$ cat src/rtl/ctech_lib_handshake_sync_rx.sv
// Receive side of a 4-phase req/ack clock-domain crossing: synchronises req_a, captures data_a once per
// request and presents it on a valid/ready interface; ack, o_valid and busy come straight off one-hot state flops.
module ctech_lib_handshake_sync_rx #(
  parameter int WIDTH       = 8,
  parameter int SYNC_STAGES = 2
) (
  input  logic             clk,
  input  logic             rstb,
  input  logic             req_a,
  input  logic [WIDTH-1:0] data_a,
  output logic             ack,
  output logic             o_valid,
  input  logic             o_ready,
  output logic [WIDTH-1:0] o_data,
  output logic             busy,
  output logic             err
);

  typedef enum logic [2:0] {
    IDLE  = 3'b001,
    VALID = 3'b010,
    ACK   = 3'b100
  } state_e;

  state_e                 state_q, state_d;
  logic [SYNC_STAGES-1:0] sync_q;
  logic                   req_s;
  logic [WIDTH-1:0]       data_q, data_d;
  logic                   err_q, err_d;

  // req_a is only ever seen through this chain; data_a is trusted stable once req_s is high.
  always_ff @(posedge clk or negedge rstb) begin
    if (!rstb) begin
      sync_q <= '0;
    end else begin
      sync_q <= {sync_q[SYNC_STAGES-2:0], req_a};
    end
  end

  assign req_s = sync_q[SYNC_STAGES-1];

  always_ff @(posedge clk or negedge rstb) begin
    if (!rstb) begin
      state_q <= IDLE;
      data_q  <= '0;
      err_q   <= 1'b0;
    end else begin
      state_q <= state_d;
      data_q  <= data_d;
      err_q   <= err_d;
    end
  end

  always_comb begin
    state_d = state_q;
    data_d  = data_q;
    err_d   = err_q;
    case (state_q)
      IDLE: begin
        if (req_s) begin
          data_d  = data_a;
          state_d = VALID;
        end
      end
      VALID: begin
        // A withdrawn request is flagged but the captured word is still delivered.
        if (!req_s) begin
          err_d = 1'b1;
        end
        if (o_ready) begin
          state_d = req_s ? ACK : IDLE;
        end
      end
      ACK: begin
        if (!req_s) begin
          state_d = IDLE;
        end
      end
      default: begin
        state_d = IDLE;
      end
    endcase
  end

  assign busy    = ~state_q[0];
  assign o_valid = state_q[1];
  assign ack     = state_q[2];
  assign o_data  = data_q;
  assign err     = err_q;

endmodule

$ cat config.mk
export PLATFORM = sky130hd
export DESIGN_NAME = ctech_lib_handshake_sync_rx
export DESIGN_NICKNAME = d
export VERILOG_FILES = /design/src/rtl/ctech_lib_handshake_sync_rx.sv
export SDC_FILE = /design/constraint.sdc
export NUM_CORES = 1
export LEC_CHECK = 0
export BUFFER_PORTS_ARGS = -buffer_cell sky130_fd_sc_hd__buf_2
export CAP_MARGIN = 25
export CORE_MARGIN = 2
export CORE_UTILIZATION = 43
export DETAILED_ROUTE_END_ITERATION = 7
export GPL_TIMING_DRIVEN = 0
export HOLD_SLACK_MARGIN = 0.1
export PLACE_DENSITY = 0.72
export SLEW_MARGIN = 20
export SYNTH_ARGS = -nofsm -noshare
export SYNTH_HDL_FRONTEND = slang
export SYNTH_SLANG_ARGS = --single-unit
$ cat constraint.sdc
create_clock -name clk -period 2.8 [get_ports clk]
set_input_delay 0.14 -clock clk [delete_from_list [all_inputs] [get_ports clk]]
set_output_delay 0.14 -clock clk [all_outputs]
set_load 0.05 [all_outputs]
==> impl_metrics.ini <==
[run_status]
status = finished clean

[worst_setup_path]
rrSetupSlack_ps = 1320
worst_path_max_delay_cell = dfstp_2
r2r_start = state_q[0]$_DFFE_PN1P_
r2r-end = o_data[0]$_DFFE_PN0P_
cp_data_arrival_time_ps = 1640
cpPeakStageDelay_ps = 510
cp_top_family = flip-flops
cp-start-kind = flop
critPathLaunch = state_q[0]$_DFFE_PN1P_
critPathMaxFanout = 8
crit_cells = 4
crit_buf_inv = 2
worstSetupPathType = flop to flop
worst_setup_path_end_kind = flop
worstPathCellList = buf_2, and4bb_1, buf_6, mux2_4
worst-endpoint-required_ps = 2960
reg2reg_depth = 4

[final_layout]
syn_to_final_growth_pct = 43.6
drive_above_1_share_pct = 53.8
diodes = 0
ff_latch_area_um2 = 352
fin_nets = 91
multi_input_area_um2 = 233
nFillCells = 111

[logic_synthesis]
syn_nets = 53
synth.avg_cell_area_um2 = 15.1
ys_ff_latch = 14
synthCells = 41
seq_area_frac_synth_pct = 56.8
mappedNetlistArea_um2 = 619
synth_cell_types = 18
synth-warning-count = 0

[detailed_routing]
routedWlPerCell_um = 12.1
drt.antenna.violating_nets = 0
dr.pass1.iters = 4
drc_errors = 0
drt_iter0_markers = 6
vias_per_cell = 4.86
vias = 452
drt-total-wl_mm = 1.13

[die]
die_w_um = 42.0
initial_core_util_pct = 47.0
rows = 13
die_y_um = 42.0
die-area_um2 = 1760
num_io_pins = 24
coreArea_um2 = 1320

[clocking]
clockBufferDepth = 2
clkTransAtPathRegs_ps = 80
cts_tree = yes
root_buffer = clkbuf_4
clock_sinks = 14
worstSkewPairLatency_ps = 270
ctsHtreeMaxLevel = 1
cts_buffers = 3
cts_resized = 0

[power]
leakagePower_nw = 0.435
power.total_mw = 1.10
power.density_nw_per_um2 = 1240
ir_drop_v = 0.000603

[placed_design]
portBuffers = 23
place_congestion = 0.739
dp_hpwl_um = 750

[sta]
hold_viol = 0
slew_violations = 0
clock_skew_ps = 2.77
clock.fmax_ghz = 0.675
worstMarginPinSlew_ps = 307
finalSetupTns_ps = 0
holdWs_ps = 151
setup_viol = 0
post-route-min-period_ps = 1480
period_share_pct = 52.9
max-slew-margin-rel_pct = 79.6
grt_setup_unrepaired = false

[global_route]
antenna_found_initial = 0
grt_pass1_wl_mm = 1.87
grt_pass1_vias = 432
grt_overflow_total = 0
grt_start_max_net_pins = 15
grt_usage_pct = 14.4

[flow_run]
cap_violations = 0

[hold_path]
hold_path_end = state_q[1]$_DFFE_PN0P_
hp-start = o_ready
hold_depth = 3
hold_path_class = primary input to flop
## final cells by class
type | count | area share [%]
plain buffers | 3 | 3.09
clock buffers | 4 | 4.08
inverters | 2 | 0.844
multi-input cells | 22 | 26.2
flip-flops and latches | 14 | 39.5
well taps | 15 | 2.11
repair buffers | 33 | 24.2
## through the flow
step	cell area, um2	instances	utilization (%)	setup WS, ps
final	890	93	67.5	1320
after floorplan	619	41	-	1200
after detailed placement	753	79	57.2	1320
after global placement	753	79	57.2	1340
after CTS	880	92	66.8	1310
after global routing	890	93	67.5	1260
## report_power, final
| group | switching, mW | internal [mW] | total (mW) |
|---|---|---|---|
| Sequential | 0.0415 | 0.287 | 0.329 |
| Combinational | 0.404 | 0.226 | 0.630 |
| Clock | 0.0622 | 0.0789 | 0.141 |
## cell usage in the layout, fill, tap and decap left out, drive strengths merged, types with 2 or more instances in the layout
cell type,instances
dlygate4sd3,10
mux2,8
and4bb,2
clkbuf,4
buf,26
inv,2
a21oi,2
dfrtp,13
nand3b,2
## registers in the layout, indices dropped and copies added (netlist names)
signal	count
sync_q	2
err	1
state_q	3
o_data	8
## cell families after synthesis
group	after synthesis	synth area share, %
buffers and inverters	5	5.66
xor gates and xnor gates	1	1.41
AOI/OAI and AO/OA	4	4.45
DFF	14	56.8
and+or+nand+nor	9	12.3
muxes	8	19.4
## cell usage after synthesis, drive strengths merged
| master | n | area share, % |
|---|---|---|
| dfrtp | 13 | 53 |
| mux2 | 8 | 19 |
| buf | 3 | 4.4 |
| a21oi | 2 | 1.6 |
| and4bb | 2 | 4.0 |
| inv | 2 | 1.2 |
| nand3b | 2 | 2.4 |
| a311oi | 1 | 1.4 |
| a31o | 1 | 1.4 |
| dfstp | 1 | 4.2 |
| nand2b | 1 | 1.0 |
| nor2 | 1 | 0.61 |
| nor4b | 1 | 1.4 |
| or2b | 1 | 1.4 |
| or3b | 1 | 1.4 |
| xor2 | 1 | 1.4 |
## layer usage
layer	global-route usage, %	vias to the layer above	wire [um]	share of wire [%]
met5	0	-	0	0
met4	3.87	0	0	0
met3	4.35	0	57	5.1
met2	25.0	15	597	53
met1	17.2	217	472	42
li1	-	220	-	-
## worst max-delay path by stage
| stage | to | slack [ps] |
|---|---|---|
| 2_1_floorplan | o_data[0]$_DFFE_PN0P_ | 1200 |
| 3_3_place_gp | o_data[0]$_DFFE_PN0P_ | 1340 |
| 3_5_place_dp | o_data[0]$_DFFE_PN0P_ | 1320 |
| 4_1_cts | o_data[0]$_DFFE_PN0P_ | 1310 |
| 5_1_grt | o_data[0]$_DFFE_PN0P_ | 1260 |
| 6_report | o_data[0]$_DFFE_PN0P_ | 1320 |
## tightest hold or removal path: stages
cell,delay [ps]
buf_2,100
or3b_1,100
a21oi_1,50
## what timing repair did
action | in CTS | in global routing
setup buffers | 0 | 0
hold endpoints to repair | 22 | 1
hold buffers | 9 | 1
Power figures use the tool's default switching activity.
